## config.mk

```make
export PLATFORM = sky130hd
export DESIGN_NAME = sram_sprite_reader
export DESIGN_NICKNAME = d
export VERILOG_FILES = /design/src/rtl/sram_sprite_reader.sv
export SDC_FILE = /design/constraint.sdc
export NUM_CORES = 1
export LEC_CHECK = 0
export CORE_MARGIN = 2
export CORE_UTILIZATION = 35
export DETAILED_ROUTE_END_ITERATION = 8
export SETUP_SLACK_MARGIN = 0.5
export SLEW_MARGIN = 20
export SYNTH_ARGS = -nofsm -noshare
export SYNTH_HDL_FRONTEND = slang
export SYNTH_SLANG_ARGS = --single-unit
```

## constraint.sdc

```tcl
create_clock -name i_clk -period 5.1 [get_ports i_clk]
set_clock_uncertainty 0.05 [all_clocks]
set_input_delay 0.51 -clock i_clk [delete_from_list [all_inputs] [get_ports i_clk]]
set_output_delay 0.51 -clock i_clk [all_outputs]
set_load 0.1 [all_outputs]
```

## src/rtl/sram_sprite_reader.sv

```systemverilog
// Sprite pixel reader: turns (obj, h, v) requests into SRAM reads, expands RGB565 to RGB888
// and returns in-order responses through a credit-protected FIFO.
module sram_sprite_reader #(
  parameter int ADDR_WIDTH   = 20,
  parameter int DATA_WIDTH   = 16,
  parameter int IMAGE_SIZE   = 64,
  parameter int COOR_WIDTH   = 7,
  parameter int OBJ_WIDTH    = 3,
  parameter int READ_LATENCY = 2,
  parameter int FIFO_DEPTH   = 4,
  parameter logic [DATA_WIDTH-1:0] TRANSPARENT_KEY = 16'hF81F
) (
  input  logic                  i_clk,
  input  logic                  i_rst,
  input  logic                  i_req_valid,
  output logic                  o_req_ready,
  input  logic [OBJ_WIDTH-1:0]  i_req_obj,
  input  logic [COOR_WIDTH-1:0] i_req_h,
  input  logic [COOR_WIDTH-1:0] i_req_v,
  input  logic                  i_sram_writing,
  output logic [ADDR_WIDTH-1:0] o_sram_addr,
  input  logic [DATA_WIDTH-1:0] i_sram_data,
  output logic                  o_rsp_valid,
  input  logic                  i_rsp_ready,
  output logic [23:0]           o_rsp_color,
  output logic                  o_rsp_opaque,
  output logic                  o_rsp_err
);
  localparam int CW = $clog2(FIFO_DEPTH + 1);
  localparam int PW = $clog2(FIFO_DEPTH);

  typedef struct packed {
    logic vld;
    logic oob;
    logic err;
  } stage_t;

  typedef struct packed {
    logic [23:0] color;
    logic        opaque;
    logic        err;
  } rsp_t;

  stage_t                pipe [READ_LATENCY];
  stage_t                tail;
  rsp_t                  mem  [FIFO_DEPTH];
  rsp_t                  rsp_new, head;
  logic [PW-1:0]         wr_ptr, rd_ptr;
  logic [CW-1:0]         fifo_count, in_flight;
  logic [CW:0]           credit_used;
  logic [ADDR_WIDTH-1:0] req_addr;
  logic                  req_oob, accept, push, pop;
  logic [7:0]            r8, g8, b8;

  assign credit_used = (CW+1)'(fifo_count) + (CW+1)'(in_flight);
  assign o_req_ready = !i_rst && !i_sram_writing && (credit_used < (CW+1)'(FIFO_DEPTH));
  assign accept      = i_req_valid && o_req_ready;

  assign req_oob  = (32'(i_req_h) >= IMAGE_SIZE) || (32'(i_req_v) >= IMAGE_SIZE);
  assign req_addr = ADDR_WIDTH'(i_req_obj) * ADDR_WIDTH'(IMAGE_SIZE * IMAGE_SIZE)
                  + ADDR_WIDTH'(i_req_v) * ADDR_WIDTH'(IMAGE_SIZE)
                  + ADDR_WIDTH'(i_req_h);

  always_ff @(posedge i_clk) begin
    if (i_rst)                    o_sram_addr <= '0;
    else if (accept && !req_oob)  o_sram_addr <= req_addr;
  end

  // Each stage accumulates any write seen while the read is outstanding.
  always_ff @(posedge i_clk) begin
    if (i_rst) begin
      for (int i = 0; i < READ_LATENCY; i++) pipe[i] <= '0;
    end else begin
      pipe[0] <= '{vld: accept, oob: req_oob, err: 1'b0};
      for (int i = 1; i < READ_LATENCY; i++)
        pipe[i] <= '{vld: pipe[i-1].vld, oob: pipe[i-1].oob, err: pipe[i-1].err | i_sram_writing};
    end
  end

  assign tail = pipe[READ_LATENCY-1];
  assign push = tail.vld;
  assign r8   = {i_sram_data[15:11], i_sram_data[15:13]};
  assign g8   = {i_sram_data[10:5],  i_sram_data[10:9]};
  assign b8   = {i_sram_data[4:0],   i_sram_data[4:2]};

  always_comb begin
    rsp_new = '0;
    if (!tail.oob) begin
      if (tail.err || i_sram_writing) begin
        rsp_new.err = 1'b1;
      end else if (i_sram_data != TRANSPARENT_KEY) begin
        rsp_new.color  = {r8, g8, b8};
        rsp_new.opaque = 1'b1;
      end
    end
  end

  assign head         = mem[rd_ptr];
  assign o_rsp_valid  = (fifo_count != '0);
  assign o_rsp_color  = head.color;
  assign o_rsp_opaque = head.opaque;
  assign o_rsp_err    = head.err;
  assign pop          = o_rsp_valid && i_rsp_ready;

  // Storage is cleared on reset so the head fields read as zero afterwards.
  always_ff @(posedge i_clk) begin
    if (i_rst) begin
      for (int i = 0; i < FIFO_DEPTH; i++) mem[i] <= '0;
      wr_ptr     <= '0;
      rd_ptr     <= '0;
      fifo_count <= '0;
      in_flight  <= '0;
    end else begin
      if (push) begin
        mem[wr_ptr] <= rsp_new;
        wr_ptr      <= wr_ptr + PW'(1);
      end
      if (pop) rd_ptr <= rd_ptr + PW'(1);
      case ({push, pop})
        2'b10:   fifo_count <= fifo_count + CW'(1);
        2'b01:   fifo_count <= fifo_count - CW'(1);
        default: ;
      endcase
      case ({accept, push})
        2'b10:   in_flight <= in_flight + CW'(1);
        2'b01:   in_flight <= in_flight - CW'(1);
        default: ;
      endcase
    end
  end
endmodule

```

==> flow_summary.ini <==
[logic_synthesis]
netlist_area_sq_um = 4720
syn_avg_cell_area_sq_um = 13.0
synth_seq_cells = 105
synth_top_family_by_area = simple AND/OR/NAND/NOR gates
synth.area.mux_share = 0.0858
synth_cell_types = 40
synthSimpleGateAreaFrac = 0.188
synth-compound-area-share = 0.0360
synthAdderAreaFrac = 0.0270
synth_xor_area_frac = 0.0260
synth_warnings = 0
seq_area_frac_synth = 0.597
async_flop_share = 0
synth_ff_type = edfxtp_1
synth_edf_count = 72
postSynthCellCount = 363

[sta]
max_clock_freq_mhz = 287
finalMaxSlewViolations = 0
totalNegativeSetupSlack_ps = 0
setup_viol = 0
worst_slew_pin_slew_ps = 1040
period_share = 0.684
hold_viol = 0
period_needed_ps = 3490
relSlewSlack = 0.306
rsz0062_at_grt = false

[pwr]
switching_share = 0.333
p_int_mw = 1.43
pwr_density_cell_nw_per_um2 = 360
p_switching_uw = 713
p_leak_nw = 2.07
p_comb_frac = 0.234
clockPowerShare = 0.317
ir_drop_uv = 256
p_total_mw = 2.14
pwr-share-seq = 0.449

[cells_and_area]
fillCellCount = 1207
layout_commonest_cell = clkdlybuf4s50_1
fin_area_sq_um = 5940
mostFrequentLayoutCells = clkdlybuf4s50_1 (80), edfxtp_1 (72), and2_1 (65)
drive_gt1_frac = 0.109
antennaDiodeCount = 0
finalNetCount = 482
synthToLayoutAreaGrowth_pct = 25.8

[route]
drc = 0
viasPerCell = 4.78
wl_per_cell_microns = 16.5
routed-via-count = 2947
antenna_left = 0
drt_wl_total_mm = 10.1
drt-pass1-iter-count = 5
drt_iter0_drc = 193

[place]
gp_congestion = 0.781
io_buffer_count = 81
dpl_cell_area_sq_um = 5640
dp_hpwl_mm = 6.52

[grt]
antenna_found_initial = 0
globalRouteOverflowTotal = 0
grt_usage = 0.148
grt_start_max_net_pins = 22
first_global_vias = 3060
grt_first_pass_wirelength_mm = 16.2

[setup_path]
worst_setup_path_end_kind = primary output
cp_top_family = buffers and inverters
crit_type = register to primary output
cp.required_ps = 4540
critical_path.cell_chain = mux4_2 > clkdlybuf4s50_1
cp.buffers_inverters = 1
slowest_stage = clkdlybuf4s50_1
cp-start-kind = register
critical_path_peak_fanout = 18
critPathMaxStageDelay_ps = 1180
cp.arrival_ps = 2930

[floorplanning]
core_region_area_sq_um = 13200
rows = 42
io_pins = 86
die_area_sq_um = 14400
initial_core_util = 0.358
die_h_microns = 120
dieWidth_microns = 120

[cts]
clkLatencyLatePin_ps = 350
cts_root_buf = clkbuf_16
htreeDepth = 3
clk_pin_slew_ps = 80
clockBufferDepth = 2
cts_made_buffers = 9
cts_resized = 0
post_cts_buffers = 0
cts.sinks = 105
cts_tree = yes
postCtsHoldBufs = 0

[worst_hold_path]
hold_class = register to register

[status]
outcome = complete, no violations

[run]
max_cap_violations = 0
==> flip-flops by register name, indices dropped and copies added, names as in the netlist, named ones only <==
signal and cells:
mem 72, o_sram_addr 16, pipe 5, fifo_count 3
in_flight 3, rd_ptr 2, wr_ptr 2
==> power by group through the flow <==
stage / Clock [mW] / Sequential (mW) / Combinational (mW)
2_1_floorplan: 0 / 0.982 / 0.380
3_3_place_gp: 0 / 0.980 / 0.500
3_5_place_dp: 0 / 0.981 / 0.503
4_1_cts: 0.696 / 0.961 / 0.505
5_1_grt: 0.728 / 0.965 / 0.523
6_report: 0.678 / 0.961 / 0.500
==> cell type report <==
class	instances	area, sq um	area share
multi-input cells	225	1750	0.294
clock inverters	7	61.3	0.0103
flip-flops and latches	105	2820	0.475
repair buffers	84	831	0.140
inverters	10	37.5	0.00631
clock buffers	9	225	0.0379
well taps	176	220	0.0370
==> cell families after synthesis <==
group / count (synthesis)
xor gates and xnor gates: 14
other: 1
and+or+nand+nor: 151
muxes: 18
buffers and inverters: 36
DFF: 105
adders and majority gates: 9
AOI/OAI and AO/OA: 29
==> path summary, 6_finish.rpt <==
kind	start	end	slack (ps)	cells after the start
worst max-delay path	register	o_rsp_color[6]	1610	2
worst min-delay path	pipe[0][2]	pipe[0][5]	400	1
worst max register to register	fifo_count[2]	in_flight[2]	2320	10
worst min register to register	pipe[0][2]	pipe[0][5]	400	1
==> metal layers <==
layer	up-vias	track usage	share of wire
met5	-	0	0
met2	78	0.251	0.49
li1	1420	-	-
met4	0	0.0456	0.011
met3	10	0.0434	0.052
met1	1439	0.184	0.44
==> worst register-to-register path: cells and delay by family (launching register included) <==
| kind | cells | cell delay, ps |
|---|---|---|
| AOI/OAI and AO/OA | 1 | 160 |
| adders and majority gates | 3 | 710 |
| xor gates and xnor gates | 1 | 80 |
| buffers and inverters | 2 | 170 |
| and+or+nand+nor | 3 | 1180 |
| DFF | 1 | 350 |
==> synthesized netlist by cell type, types with 4 or more instances <==
cell type   n  area share
buf_2       4      0.0042
xor2_1      8       0.015
inv_1      10      0.0079
a21oi_1    14       0.015
nor2_1     24       0.019
ha_1        7       0.019
clkbuf_1    9      0.0071
or3_1       4      0.0053
buf_4      12       0.019
o21ai_0     6      0.0064
nand2_1    26       0.021
dfxtp_1    33        0.14
mux4_2     18       0.086
xnor2_1     6       0.011
edfxtp_1   72        0.46
nand2b_1    4      0.0053
and2_1     65       0.086
a211oi_1    4      0.0064
==> stage by stage <==
stage | utilization | hold slack (ps) | worst slack (ps) | std cells
4_1_cts | 0.449 | 391 | 1550 | 616
3_5_place_dp | 0.428 | 370 | 1470 | 600
2_1_floorplan | - | 364 | 1370 | 366
3_3_place_gp | 0.428 | 368 | 1610 | 600
5_1_grt | 0.451 | 412 | 1480 | 616
6_report | 0.451 | 395 | 1610 | 616
(Power assumes the default switching activity.)
